$ cat config.mk
export PLATFORM = sky130hd
export DESIGN_NAME = iir_allpole_inv
export DESIGN_NICKNAME = d
export VERILOG_FILES = /design/src/rtl/filt_pkg.sv /design/src/rtl/iir_allpole_inv_mac_unit.sv /design/src/rtl/iir_allpole_inv.sv
export SDC_FILE = /design/constraint.sdc
export NUM_CORES = 1
export LEC_CHECK = 0
export CAP_MARGIN = 20
export CORE_ASPECT_RATIO = 1.4
export CORE_MARGIN = 3
export CORE_UTILIZATION = 25
export DETAILED_ROUTE_END_ITERATION = 8
export HOLD_SLACK_MARGIN = 0.12
export PLACE_DENSITY = 0.46
export SETUP_SLACK_MARGIN = 0.15
export SYNTH_ARGS = -nofsm -noshare
export SYNTH_HDL_FRONTEND = slang
export SYNTH_SLANG_ARGS = --single-unit
$ cat constraint.sdc
create_clock -name clk -period 2 [get_ports clk]
set_clock_uncertainty 0.1 [all_clocks]
set_input_delay 0.2 -clock clk [delete_from_list [all_inputs] [get_ports clk]]
set_output_delay 0.2 -clock clk [all_outputs]
set_load 0.02 [all_outputs]
$ cat src/rtl/filt_pkg.sv
// Shared filter-chain definitions: IIR state encoding, signed saturation
// helper (also used by the FIR saturation stage) and accumulator sizing rule.
package filt_pkg;

    typedef enum logic [1:0] {
        IDLE  = 2'd0,
        MAC   = 2'd1,
        ROUND = 2'd2,
        OUT   = 2'd3
    } iir_state_e;

    // Widest value the saturation helper can take in.
    localparam int SAT_W = 64;

    typedef struct packed {
        logic                    ovf;
        logic signed [SAT_W-1:0] val;
    } sat_res_t;

    // Clip a signed value into a signed 'width'-bit range; ovf flags a clip.
    function automatic sat_res_t sat_signed(input logic signed [SAT_W-1:0] value,
                                            input int unsigned             width);
        logic signed [SAT_W-1:0] max_v;
        logic signed [SAT_W-1:0] min_v;
        sat_res_t                res;
        max_v = (64'sd1 <<< (width - 32'd1)) - 64'sd1;
        min_v = -(64'sd1 <<< (width - 32'd1));
        if (value > max_v) begin
            res.val = max_v;
            res.ovf = 1'b1;
        end else if (value < min_v) begin
            res.val = min_v;
            res.ovf = 1'b1;
        end else begin
            res.val = value;
            res.ovf = 1'b0;
        end
        return res;
    endfunction

    // Smallest accumulator that holds the scaled input and a full product sum.
    function automatic int ACC_MIN_W(input int in_w, input int frac, input int coef_w,
                                     input int out_w, input int order);
        int load_w;
        int sum_w;
        load_w = in_w + frac + 1;
        sum_w  = coef_w + out_w + $clog2(order) + 1;
        return (load_w > sum_w) ? load_w : sum_w;
    endfunction

endpackage

$ cat src/rtl/iir_allpole_inv_mac_unit.sv
// Registered accumulator for the all-pole IIR: loads the scaled input sample,
// then subtracts one coefficient * history product per enabled cycle.
module iir_mac_unit #(
    parameter int IN_WIDTH   = 10,
    parameter int OUT_WIDTH  = 6,
    parameter int COEF_WIDTH = 8,
    parameter int FRAC_BITS  = 4,
    parameter int ACC_WIDTH  = 24
) (
    input  logic                        clk,
    input  logic                        rst_b,
    input  logic                        load_i,
    input  logic                        mac_i,
    input  logic [IN_WIDTH-1:0]         data_i,
    input  logic [COEF_WIDTH-1:0]       coef_i,
    input  logic [OUT_WIDTH-1:0]        hist_i,
    output logic signed [ACC_WIDTH-1:0] acc_o
);

    localparam int PW = COEF_WIDTH + OUT_WIDTH;

    logic signed [ACC_WIDTH-1:0] acc_q, acc_d;
    logic signed [ACC_WIDTH-1:0] load_val_s;
    logic signed [PW-1:0]        prod_s;

    // Input aligned to the coefficient fixed point; product at full precision.
    assign load_val_s = ACC_WIDTH'($signed(data_i)) <<< FRAC_BITS;
    assign prod_s     = PW'($signed(coef_i)) * PW'($signed(hist_i));

    // Next accumulator value: load wins over a tap, otherwise hold.
    always_comb begin
        acc_d = acc_q;
        if (load_i) begin
            acc_d = load_val_s;
        end else if (mac_i) begin
            acc_d = acc_q - ACC_WIDTH'(prod_s);
        end else begin
            acc_d = acc_q;
        end
    end

    // Accumulator register.
    always_ff @(posedge clk or negedge rst_b) begin
        if (!rst_b) begin
            acc_q <= '0;
        end else begin
            acc_q <= acc_d;
        end
    end

    assign acc_o = acc_q;

endmodule

$ cat src/rtl/iir_allpole_inv.sv
// All-pole recursive IIR y[n] = x[n] - sum a_k*y[n-k] undoing an upstream FIR.
// One shared MAC walks the taps; the history holds saturated outputs so the
// recursion sees exactly what left the block.
module iir_allpole_inv
    import filt_pkg::*;
#(
    parameter int                            IN_WIDTH   = 10,
    parameter int                            OUT_WIDTH  = 6,
    parameter int                            ORDER      = 4,
    parameter int                            COEF_WIDTH = 8,
    parameter int                            FRAC_BITS  = 4,
    parameter int                            ACC_WIDTH  = 24,
    parameter logic [ORDER*COEF_WIDTH-1:0]   COEFS      = '0
) (
    input  logic                 clk,
    input  logic                 rst_b,
    input  logic                 flush,
    input  logic                 in_valid,
    output logic                 in_ready,
    input  logic [IN_WIDTH-1:0]  data_in,
    output logic                 out_valid,
    input  logic                 out_ready,
    output logic [OUT_WIDTH-1:0] data_out,
    output logic                 sat_flag,
    input  logic                 sat_clear
);

    localparam int KW = (ORDER > 1) ? $clog2(ORDER) : 1;
    localparam logic signed [ACC_WIDTH-1:0] RND_C = ACC_WIDTH'((1 << FRAC_BITS) >> 1);

    if ((ORDER < 1) || (ACC_WIDTH > SAT_W) ||
        (ACC_WIDTH < ACC_MIN_W(IN_WIDTH, FRAC_BITS, COEF_WIDTH, OUT_WIDTH, ORDER))) begin : g_param_chk
        $error("iir_allpole_inv: ORDER must be >= 1 and ACC_WIDTH wide enough (and <= 64)");
    end

    iir_state_e                  state_q, state_d;
    logic [KW-1:0]               k_q, k_d;
    logic signed [OUT_WIDTH-1:0] hist_q [ORDER];
    logic signed [OUT_WIDTH-1:0] hist_d [ORDER];
    logic signed [OUT_WIDTH-1:0] dout_q, dout_d;
    logic                        oval_q, oval_d;
    logic                        sat_q, sat_d;

    logic                        mac_load_s, mac_en_s, hist_shift_s, hist_clr_s, sat_set_s;
    logic signed [ACC_WIDTH-1:0] acc_s, rnd_s, r_s;
    logic [COEF_WIDTH-1:0]       coef_s;
    logic [OUT_WIDTH-1:0]        hist_tap_s;
    logic signed [OUT_WIDTH-1:0] sat_val_s;
    sat_res_t                    sat_res_s;
    logic                        sat_hi_unused_s;

    iir_mac_unit #(
        .IN_WIDTH   (IN_WIDTH),
        .OUT_WIDTH  (OUT_WIDTH),
        .COEF_WIDTH (COEF_WIDTH),
        .FRAC_BITS  (FRAC_BITS),
        .ACC_WIDTH  (ACC_WIDTH)
    ) u_mac (
        .clk    (clk),
        .rst_b  (rst_b),
        .load_i (mac_load_s),
        .mac_i  (mac_en_s),
        .data_i (data_in),
        .coef_i (coef_s),
        .hist_i (hist_tap_s),
        .acc_o  (acc_s)
    );

    // Select coefficient a_{k+1} and history y[n-1-k] for the current tap.
    always_comb begin
        coef_s     = '0;
        hist_tap_s = '0;
        for (int i = 0; i < ORDER; i++) begin
            if (k_q == KW'(i)) begin
                coef_s     = COEFS[i*COEF_WIDTH +: COEF_WIDTH];
                hist_tap_s = hist_q[i];
            end else begin
                coef_s     = coef_s;
                hist_tap_s = hist_tap_s;
            end
        end
    end

    // Round half up at the binary point, then clip to the output range.
    assign rnd_s           = acc_s + RND_C;
    assign r_s             = rnd_s >>> FRAC_BITS;
    assign sat_res_s       = sat_signed(SAT_W'(r_s), OUT_WIDTH);
    assign sat_val_s       = sat_res_s.val[OUT_WIDTH-1:0];
    assign sat_hi_unused_s = ^sat_res_s.val[SAT_W-1:OUT_WIDTH];

    // Sequencer: accept, one tap per cycle, round/saturate, hold for consumer.
    always_comb begin
        state_d      = state_q;
        k_d          = k_q;
        mac_load_s   = 1'b0;
        mac_en_s     = 1'b0;
        hist_shift_s = 1'b0;
        hist_clr_s   = 1'b0;
        sat_set_s    = 1'b0;
        dout_d       = dout_q;
        oval_d       = oval_q;
        case (state_q)
            IDLE: begin
                if (flush) begin
                    hist_clr_s = 1'b1;
                end else if (in_valid) begin
                    mac_load_s = 1'b1;
                    k_d        = '0;
                    state_d    = MAC;
                end else begin
                    state_d = IDLE;
                end
            end
            MAC: begin
                mac_en_s = 1'b1;
                if (k_q == KW'(ORDER - 1)) begin
                    k_d     = '0;
                    state_d = ROUND;
                end else begin
                    k_d = k_q + KW'(1);
                end
            end
            ROUND: begin
                dout_d       = sat_val_s;
                hist_shift_s = 1'b1;
                sat_set_s    = sat_res_s.ovf;
                oval_d       = 1'b1;
                state_d      = OUT;
            end
            OUT: begin
                if (out_ready) begin
                    oval_d  = 1'b0;
                    state_d = IDLE;
                end else begin
                    state_d = OUT;
                end
            end
            default: begin
                state_d = IDLE;
            end
        endcase
    end

    // History next state: clear on flush, shift in the new output, else hold.
    always_comb begin
        hist_d = hist_q;
        if (hist_clr_s) begin
            for (int i = 0; i < ORDER; i++) hist_d[i] = '0;
        end else if (hist_shift_s) begin
            hist_d[0] = sat_val_s;
            for (int i = 1; i < ORDER; i++) hist_d[i] = hist_q[i-1];
        end else begin
            hist_d = hist_q;
        end
    end

    // Sticky saturation flag; a new clip beats a same-cycle clear.
    always_comb begin
        if (sat_set_s) begin
            sat_d = 1'b1;
        end else if (sat_clear) begin
            sat_d = 1'b0;
        end else begin
            sat_d = sat_q;
        end
    end

    // State, counter, history and output registers.
    always_ff @(posedge clk or negedge rst_b) begin
        if (!rst_b) begin
            state_q <= IDLE;
            k_q     <= '0;
            hist_q  <= '{default: '0};
            dout_q  <= '0;
            oval_q  <= 1'b0;
            sat_q   <= 1'b0;
        end else begin
            state_q <= state_d;
            k_q     <= k_d;
            hist_q  <= hist_d;
            dout_q  <= dout_d;
            oval_q  <= oval_d;
            sat_q   <= sat_d;
        end
    end

    assign in_ready  = (state_q == IDLE) && !flush;
    assign out_valid = oval_q;
    assign data_out  = dout_q;
    assign sat_flag  = sat_q;

endmodule
==> results of run 1 <==
==> power breakdown <==
group          internal, mW  switching, mW
logic                 0.436          0.313
registers             0.662          0.186
clock network         0.134          0.138
==> worst paths after layout <==
path / cells after the start / slack, ps / to
worst max register to register: 3 / 450 / data_out[2]
worst min-delay path: 2 / 180 / data_out[4]
worst max-delay path: 2 / 370 / in_ready
max in group asynchronous: 2 / 1390 / data_out[5]
worst min register to register: 1 / 400 / out_valid
min in group clk: 1 / 400 / out_valid
==> layout make-up <==
type / count / area (um^2)
fill: 371 / 2225
sequential: 22 / 550.5
multi-input combinational: 44 / 364.1
timing repair buffer: 27 / 261.5
tap: 40 / 50.05
clock buffer: 3 / 41.29
inverter: 3 / 11.26
==> cell families (layout without fill, tap and decap cells) <==
| logic type | count (synthesis) | in the layout | share of synthesized area |
|---|---|---|---|
| adders and majority gates | 1 | 1 | 0.01312 |
| DFF | 22 | 22 | 0.5774 |
| AOI/OAI and AO/OA | 21 | 21 | 0.1654 |
| muxes | 11 | 11 | 0.1299 |
| and+or+nand+nor | 11 | 11 | 0.07350 |
| buffers and inverters | 7 | 33 | 0.04067 |
==> critical path, cell delays in order, from the launching register on <==
cell	delay [ps]
dfrtp_1	510
nor3_1	210
dlygate4sd2_1	360
==> stage by stage <==
step | cell area [um^2] | cells
2_1_floorplan | 953.4 | 73
3_3_place_gp | 1239 | 136
3_5_place_dp | 1239 | 136
4_1_cts | 1279 | 139
5_1_grt | 1279 | 139
6_report | 1279 | 139
==> synthesized netlist by cell type (2+ instances only) <==
cell type | number | area (um^2)
nor2_1 | 3 | 11.26
mux2_2 | 11 | 123.9
a21o_1 | 2 | 15.01
a22o_1 | 2 | 17.52
o22a_1 | 5 | 43.79
a21boi_0 | 5 | 37.54
inv_1 | 3 | 11.26
dfrtp_1 | 22 | 550.5
==> state kept, by name, indices dropped and copies added (netlist names) <==
name and flops:
sat_flag 1, u_mac.acc_o 10, data_out 6, out_valid 1
k_q 2, state_q 2
==> repair_timing <==
action | CTS | global route
resized for setup | 1 | 0
hold endpoints to repair | 0 | 0
endpoints found under the setup margin | 1 | 0
==> per-layer routing <==
| metal | track usage | vias up | part of all wire |
|---|---|---|---|
| met5 | 0 | - | 0 |
| li1 | - | 317 | - |
| met1 | 0.1085 | 334 | 0.44 |
| met3 | 0.01626 | 2 | 0.043 |
| met4 | 0.04872 | 0 | 0.0077 |
| met2 | 0.1527 | 14 | 0.51 |
==> metrics.md, run 1 <==
| Metric | Value |
|---|---|
| Outcome | completed |
| Hold WS | 176.4 ps |
| Peak VDD IR | 0.0004633 V |
| Vias in the first global route | 692 |
| First-pass GRT wire length | 3187 um |
| Hold crit path type | input pin to async pin |
| Post-synthesis register bit count | 22 |
| Syn avg cell area | 13.06 um^2 |
| Hold Vio Cnt, Final | 0 |
| Unrepaired setup endpoints after global routing | no |
| Mapped Area | 953.4 um^2 |
| Layout cells sized above 1 | 0.1919 |
| Core Region | 0.003503 mm^2 |
| CP Data Arrival Time | 1330 ps |
| Ant. Diodes | 0 |
| Detailed-route via count | 667 |
| Hold Buf Count CTS | 0 |
| Initial Util | 0.2721 |
| Tot GR Track Use | 0.09115 |
| Number of I/O pins | 25 |
| Final cycle utilization of the critical path | 0.8128 |
| Worst slew pin tran | 463.2 ps |
| Postcts setup bufs | 0 |
| Vias per cell | 4.799 |
| DR DRC count | 0 |
| Die W | 58.19 um |
| Commonest non-fill, non-tap cell in the layout | clkdlybuf4s50_1 |
| Ys flop type | dfrtp_1 |
| Post-Route Utilization | 0.3650 |
| Final Worst Setup Slack | 374.4 ps |
| Cell chosen for the clock root | clkbuf_8 |
| Setup crit end kind | output port |
| Total power | 1.869 mW |
| Critical path launch point | state_q[1] |
| Crit Reg-Reg Startpoint | u_mac.acc_o[11] |
| Fin nets | 118 |
| Kind of critical path | flop to output port |
| Die Y | 79.07 um |
| Post-route setup TNS | 0 ps |
| Yosys cell types | 28 |
| Worst path required time | 1700 ps |
| H-tree Lvls | 1 |
| Row count | 25 |
| Post-synth EDFFs | 0 |
| Initial antenna violation count | 0 |
| F_max | 0.6152 GHz |
| Max cap viols | 0 |
| WL/cell | 14.02 um |
| Setup violators final | 0 |
| Commonest non-fill, non-tap cells in the layout | clkdlybuf4s50_1 (23), dfrtp_1 (22), mux2_2 (11) |
| PwrDens | 1461 mW/mm^2 |
| Latest clock arrival within the worst-skew pair | 260 ps |
| Drt pass-1 iters | 4 |
| Post-synthesis sequential area ratio | 0.5774 |
| Dpl ws | 266.8 ps |
| Syn nets | 90 |
| Tmin final | 1626 ps |
| Initial drt markers | 19 |
| Clk slew on worst S/H paths | 80 ps |
| Layout area overhead | 34.12% |
| Slew margin rel. | 0.6884 |
| PortBufs | 24 |
| Leak Pwr | 0.5344 nW |
| Yosys warning count | 0 |
| GPL Wtd Cong | 0.6856 |
| Async SR Flop Fraction | 1.000 |
| Dpl hpwl | 1374 um |
| Die area | 0.004601 mm^2 |
| Clock sink count | 22 |
| Final Max Tran Viols | 0 |
| Remaining Overflow, GRT | 0 |
| Largest net degree at the start of global routing | 23 |
| Max clock buf depth | 2 |
| Post-route ant nets | 0 |
| Crit Path Max Fanout | 11 |
| Total CTS buffers | 3 |
| Drt total wl | 1949 um |
| Worst Setup Start Kind | flop |
| CTS tree | done |
| Cells after Synth | 73 |
Power figures use the tool's default switching activity.
==> run 2: changes to the inputs <==
- PLACE_DENSITY: 0.46 -> 0.47
- clock period: 2 -> 1.4 ns (I/O delays scaled with it)
==> run 2 against run 1 <==
The run now ends with setup timing left. Routed wire length is 4.6% higher. Worst hold slack worse by 59 ps. Register-to-register slack worse by 510 ps. Clock-buffer cell count stayed put. Largest power group is now combinational cells. First-iteration DRC count is 16% higher. Utilization is 6.6 points higher. Worst setup slack worse by 440 ps. Critical path depth is 2 higher. Via count is 6.4% higher. Combinational power is 100% higher.
==> metrics.md, run 2 (same netlist as run 1, synthesis figures left out) <==
| Metric | Value |
|---|---|
| Outcome | finished with violations |
| Failing checks | setup timing |
| Unrepaired setup endpoints after global routing | yes |
| Kind of critical path | flop to flop |
| Met2 usage | 0.1505 (-0.002262) |
| Cell chosen for the clock root | clkbuf_8 |
| Dpl hpwl | 1517 um (+10%) |
| Drt total wl | 2038 um (+4.6%) |
| Number of I/O pins | 25 (unchanged) |
| H-tree Lvls | 1 (unchanged) |
| Combinational fraction of design power | 0.465 (+0.064) |
| Ant. Diodes | 0 (unchanged) |
| Worst Setup EP | u_mac.acc_o[5] |
| Vias per cell | 4.581 (-4.5%) |
| Psw | 1.059 mW (+66%) |
| GPL Wtd Cong | 0.7488 (+9.2%) |
| Hold Buf Count CTS | 0 (unchanged) |
| Worst slew pin tran | 300.5 ps (-162.7 ps) |
| Reg2reg path depth | 4 (+1) |
| First-pass GRT wire length | 3298 um (+3.5%) |
| FF-to-FF setup slack | -60 ps (-510 ps) |
| Clock Power Share | 0.183 (+0.037) |
| Layout cells sized above 1 | 0.3565 (+0.1646) |
| Core Region | 0.003503 mm^2 (unchanged) |
| F_max | 0.6839 GHz |
| Worst path required time | 1450 ps (-250 ps) |
| Setup crit end kind | flop |
| PortBufs | 24 (unchanged) |
| Max clock buf depth | 2 (unchanged) |
| Tot GR Track Use | 0.09484 (+0.003686) |
| Hold crit path type | input pin to async pin |
| Reg power frac | 0.352 (-0.101) |
| Met3 usage | 0.02114 (+0.004878) |
| Setup violators final | 12 (+12) |
| Drt pass-1 iters | 4 (unchanged) |
| Vias in the first global route | 729 (+5.3%) |
| Critical path launch point | state_q[0] |
| Post-route ant nets | 0 (unchanged) |
| Peak VDD IR | 0.0009854 V (+110%) |
| CP Data Arrival Time | 1520 ps (+190 ps) |
| Die W | 58.19 um (unchanged) |
| Int Pwr | 2.205 mW (+79%) |
| PwrDens | 2161 mW/mm^2 (+48%) |
| Hold Vio Cnt, Final | 0 (unchanged) |
| Met1 Usage GRT | 0.1218 (+0.01331) |
| Remaining Overflow, GRT | 0 (unchanged) |
| Die Y | 79.07 um (unchanged) |
| Largest net degree at the start of global routing | 23 (unchanged) |
| Latest clock arrival within the worst-skew pair | 260 ps (about the same) |
| Post-route setup TNS | -522.5 ps (-522.5 ps) |
| Worst R2R End | u_mac.acc_o[5] |
| Detailed-route via count | 710 (+6.4%) |
| GRT Max-Usage Layer | met2 |
| Initial drt markers | 22 (+3) |
| DR DRC count | 0 (unchanged) |
| Clk slew on worst S/H paths | 80 ps (about the same) |
| Post-Route Utilization | 0.4311 (+0.06607) |
| WL/cell | 13.15 um (-6.2%) |
| Final Worst Setup Slack | -62.13 ps (-436.5 ps) |
| Final Max Tran Viols | 0 (unchanged) |
| Net Sw Frac | 0.3244 (-0.01616) |
| Slew margin rel. | 0.7982 (+0.1098) |
| Initial antenna violation count | 0 (unchanged) |
| Row count | 25 (unchanged) |
| CTS tree | done |
| Crit Path Max Fanout | 10 (-1) |
| Commonest non-fill, non-tap cell in the layout | dfrtp_1 |
| Initial Util | 0.2721 (unchanged) |
| Crit Reg-Reg Startpoint | state_q[0] |
| Die area | 0.004601 mm^2 (unchanged) |
| Layout area overhead | 58.40% |
| Max reg flops | 10 (unchanged) |
| Leak Pwr | 0.6651 nW (+24%) |
| Worst Setup Start Kind | flop |
| Final cycle utilization of the critical path | 1.044 |
| Tmin final | 1462 ps |
| Total CTS buffers | 3 (unchanged) |
| Clock sink count | 22 (unchanged) |
| Commonest non-fill, non-tap cells in the layout | dfrtp_1 (22), clkdlybuf4s50_1 (15), buf_4 (11) |
| Fin nets | 133 (+13%) |
| Max cap viols | 0 (unchanged) |
==> run 2: cell types whose count changed in the layout (fill, tap and decap cells not counted), moves of 2 or more <==
cell,before,now
clkdlybuf4s15_1,0,5
dlygate4sd2_1,1,3
buf_6,0,6
buf_4,3,11
clkdlybuf4s50_1,23,15
a21boi_1,0,3
mux2_2,11,7
a21boi_0,5,2
mux2_4,0,4
==> run 2: area by class of cell <==
type | count | area [um^2]
Timing Repair Buffer | 42 | 401.6
Multi-Input combinational cell | 44 | 425.4
Tap cell | 40 | 50.05
Fill cell | 342 | 1993
Clock inverter | 1 | 30.03
Clock buffer | 3 | 41.29
Sequential cell | 22 | 550.5
Inverter | 3 | 11.26
==> run 2: power by group through the flow <==
stage | logic, mW | clock network (mW) | registers [mW]
3_3_place_gp | 1.32 | 0 | 1.13
6_report | 1.52 | 0.598 | 1.15
3_5_place_dp | 1.35 | 0 | 1.14
2_1_floorplan | 0.731 | 0 | 1.23
5_1_grt | 1.64 | 0.650 | 1.19
4_1_cts | 1.42 | 0.609 | 1.15
==> run 2: worst min path at each step <==
stage	start	end	cells past startpoint	slack [ps]
2_1_floorplan	rst_b	data_out[0]	0	-260
3_3_place_gp	out_valid	out_valid	1	370
3_5_place_dp	out_valid	out_valid	1	370
4_1_cts	rst_b	u_mac.acc_o[5]	2	130
5_1_grt	rst_b	u_mac.acc_o[10]	2	140
6_report	rst_b	u_mac.acc_o[5]	2	120
==> run 2: repair_timing <==
item / in CTS / in global routing
buffers inserted: 5 / 2
gates cloned: 1 / 0
endpoints found under the setup margin: 28 / 26
pin swaps: 5 / 3
resized for setup: 24 / 14
==> run 2: worst max-delay path, stage by stage, from the launching register on <==
cell	delay, ps
dfrtp_1	420
buf_6	140
nor3_4	210
buf_12	160
mux2_2	330
==> run 2: stage by stage <==
step                hold slack (ps)  power (mW)  std cells  instance area [um^2]  setup slack, ps
detailed placement            369.9       2.496        143                  1318           -234.3
global route                  138.3       3.477        155                  1510           -90.81
CTS                           129.4       3.185        153                  1455           -69.54
floorplan                    -255.6       1.964         73                 970.9           -53.80
finish                        117.2       3.264        155                  1510           -62.13
global placement              366.5       2.451        143                  1318           -217.5
==> run 2: routing by layer <==
metal | vias up | wire, um
li1 | 351 | -
met1 | 343 | 915
met2 | 14 | 1020
met3 | 2 | 83
met4 | 0 | 19
met5 | - | 0
==> run 3: changes to the inputs <==
- ABC_AREA: unset -> 1
==> run 3 against run 2 <==
The run now ends clean. Worst hold slack better by 9.9 ps. Flip-flop and latch count unchanged. Critical path depth unchanged. Die area up 2.5%. Clock-buffer cell count up 1. Critical path type is now flop to output port. Largest cell class unchanged. Highest routed layer unchanged.
==> metrics.md, run 3 <==
| Metric | Value |
|---|---|
| First-pass GRT wire length | 3346 um (+1.5%) |
| Vias per cell | 4.309 (-5.9%) |
| F_max | 0.7797 GHz (+14%) |
| Cell chosen for the clock root | clkbuf_8 |
| Yosys cell types | 16 (-43%) |
| Met2 usage | 0.1460 (-0.004435) |
| Worst Setup Start Kind | flop |
| Layout area overhead | 49.81% |
| Mapped Area | 979.7 um^2 (+2.8%) |
| Hold WS | 127.1 ps (+9.888 ps) |
| Dpl ws | -221.4 ps (+12.95 ps) |
| Crit Path Max Fanout | 2 (-8) |
| Post-synthesis sequential area ratio | 0.5619 (-0.01549) |
| Clock sink count | 22 (unchanged) |
| Kind of critical path | flop to output port |
| Post-synthesis register bit count | 22 (unchanged) |
| Largest net degree at the start of global routing | 23 (unchanged) |
| Yosys warning count | 0 (unchanged) |
| Worst path required time | 1160 ps (-290 ps) |
| Latest clock arrival within the worst-skew pair | 250 ps (about the same) |
| Met3 usage | 0.01768 (-0.003453) |
| Commonest non-fill, non-tap cells in the layout | nand2_1 (34), dfrtp_1 (22), clkdlybuf4s50_1 (14) |
| Worst-path cell with the longest stage delay | dfrtp_1 |
| Setup violators final | 0 (-12) |
| DR DRC count | 0 (unchanged) |
| Met1 Usage GRT | 0.1158 (-0.005991) |
| Initial antenna violation count | 0 (unchanged) |
| CTS tree | done |
| Yosys top cell by area | dfrtp_1 |
| Worst slew pin tran | 394.3 ps (+93.82 ps) |
| Fin nets | 170 (+28%) |
| Max clock buf depth | 2 (unchanged) |
| Final cycle utilization of the critical path | 0.9161 (-0.1283) |
| Die W | 58.91 um (+1.2%) |
| Post-route ant nets | 0 (unchanged) |
| Tot GR Track Use | 0.08989 (-0.004948) |
| Hold Buf Count CTS | 0 (unchanged) |
| Remaining Overflow, GRT | 0 (unchanged) |
| Cells after Synth | 115 (+58%) |
| Ys flop type | dfrtp_1 |
| GRT Max-Usage Layer | met2 |
| Final Worst Setup Slack | 117.5 ps (+179.6 ps) |
| Post-synth top area share | 0.5619 (-0.01549) |
| Die area | 0.004717 mm^2 (+2.5%) |
| Final Max Tran Viols | 0 (unchanged) |
| Syn nets | 132 (+47%) |
| Core Region | 0.003709 mm^2 (+5.9%) |
| Fillcell total | 398 (+16%) |
| Peak VDD IR | 0.0008019 V (-19%) |
| Clk slew on worst S/H paths | 80 ps (about the same) |
| WL/cell | 11.01 um (-16%) |
| Slew margin rel. | 0.7367 (-0.06147) |
| Commonest non-fill, non-tap cell in the layout | nand2_1 |
| Critical path buffers and inverters | 2 (unchanged) |
| Layout cells sized above 1 | 0.2434 (-0.1131) |
| Initial drt markers | 10 (-55%) |
| Hold crit path type | input pin to async pin |
| PwrDens | 2156 mW/mm^2 (-0.25%) |
| GPL Wtd Cong | 0.7553 (+0.87%) |
| Outcome | completed |
| Async SR Flop Fraction | 1.000 (unchanged) |
| Non-Filler Instances | 194 (+25%) |
| PortBufs | 24 (unchanged) |
| Detailed-route via count | 836 (+18%) |
| Critical-path cell list | inv_2, nand2_4, nor2_4, buf_6 |
| Placed insts | 184 (+29%) |
| Syn avg cell area | 8.519 um^2 (-35%) |
| Die Y | 80.07 um (+1.3%) |
| Dpl hpwl | 1578 um (+4.0%) |
| Hold Vio Cnt, Final | 0 (unchanged) |
| Drt total wl | 2136 um (+4.8%) |
| Setup crit end kind | output port |
| CP delay by family, top | flip-flops |
| Tmin final | 1282 ps (-179.6 ps) |
| Max cap viols | 0 (unchanged) |
| Max reg flops | 10 (unchanged) |
| Top-count cell post-synth | nand2_1 |
| Initial Util | 0.2642 (-0.007973) |
| Number of I/O pins | 25 (unchanged) |
| Total CTS buffers | 3 (unchanged) |
| Vias in the first global route | 761 (+4.4%) |
| Row count | 26 (+4.0%) |
| Post-synth EDFFs | 0 (unchanged) |
| H-tree Lvls | 1 (unchanged) |
| Post-Route Utilization | 0.3957 (-0.03532) |
| Drt pass-1 iters | 2 (-2) |
| Ant. Diodes | 0 (unchanged) |
| Top cells by area, synth | dfrtp_1 (56%), nand2_1 (16%), nand3_1 (5.1%), nor2_1 (3.4%), o21ai_0 (3.1%) |
| Largest stage delay, worst path | 390 ps (-30 ps) |
| Leak Pwr | 0.7284 nW (+9.5%) |
| Unrepaired setup endpoints after global routing | yes |
| Commonest cells in the netlist | nand2_1 (43), dfrtp_1 (22), nand3_1 (10) |
| CP Data Arrival Time | 1040 ps (-480 ps) |
run 3: cells by family after synthesis:
family | Yosys count | share of synthesized area
simple gates | 66 | 0.2810
flops | 22 | 0.5619
compound gates | 14 | 0.08302
buf+inv | 12 | 0.06131
fa+ha+maj | 1 | 0.01277
run 3: worst register-to-register path, cell delays in order (launching register included):
cell and delay (ps):
dfrtp_1 390, inv_2 80, nand2_4 60, nor2_4 120, buf_6 180, nand2_8 80, nor2_2 110, a21oi_2 40
run 3: final cells by class:
class | count | area, um^2 | share of cell area
clock buffers | 4 | 55.05 | 0.03751
repair buffers | 35 | 327.8 | 0.2234
multi-input cells | 82 | 447.9 | 0.3052
well taps | 42 | 52.55 | 0.03581
flip-flops and latches | 22 | 550.5 | 0.3751
inverters | 9 | 33.78 | 0.02302
run 3: through the flow:
step	instance area [um^2]	setup TNS (ps)	total power [mW]
2_1_floorplan	979.7	0	1.994
3_3_place_gp	1291	-923.3	2.494
3_5_place_dp	1291	-946.3	2.532
4_1_cts	1346	0	2.928
5_1_grt	1468	0	3.435
6_report	1468	0	3.164
run 3: what timing repair did:
action / CTS / global route
endpoints found under the setup margin: 23 / 18
setup buffers: 0 / 5
pin swaps: 0 / 1
resized for setup: 15 / 22
gates cloned: 0 / 1
run 3: where the power goes:
part           switching, mW  internal, mW
registers              0.203         0.966
logic                  0.872         0.677
clock network          0.197         0.250
total                   1.27          1.89
run 3: final timing paths:
path                                    to  cells past startpoint           start  slack [ps]
setup / recovery                  in_ready                      4      state_q[1]         120
hold / removal                 data_out[2]                      2           rst_b         130
setup reg to reg           u_mac.acc_o[13]                      7      state_q[1]         130
hold reg to reg             u_mac.acc_o[4]                      2  u_mac.acc_o[4]         380
max in group asynchronous       state_q[1]                      2           rst_b         850
min in group clk           u_mac.acc_o[13]                      3        in_valid         290
run 3: layer usage:
metal	vias up	share of wire	routed length, um
met5	-	0	0
met1	382	0.42	899
li1	438	-	-
met2	14	0.53	1131
met3	2	0.039	83
met4	0	0.010	22
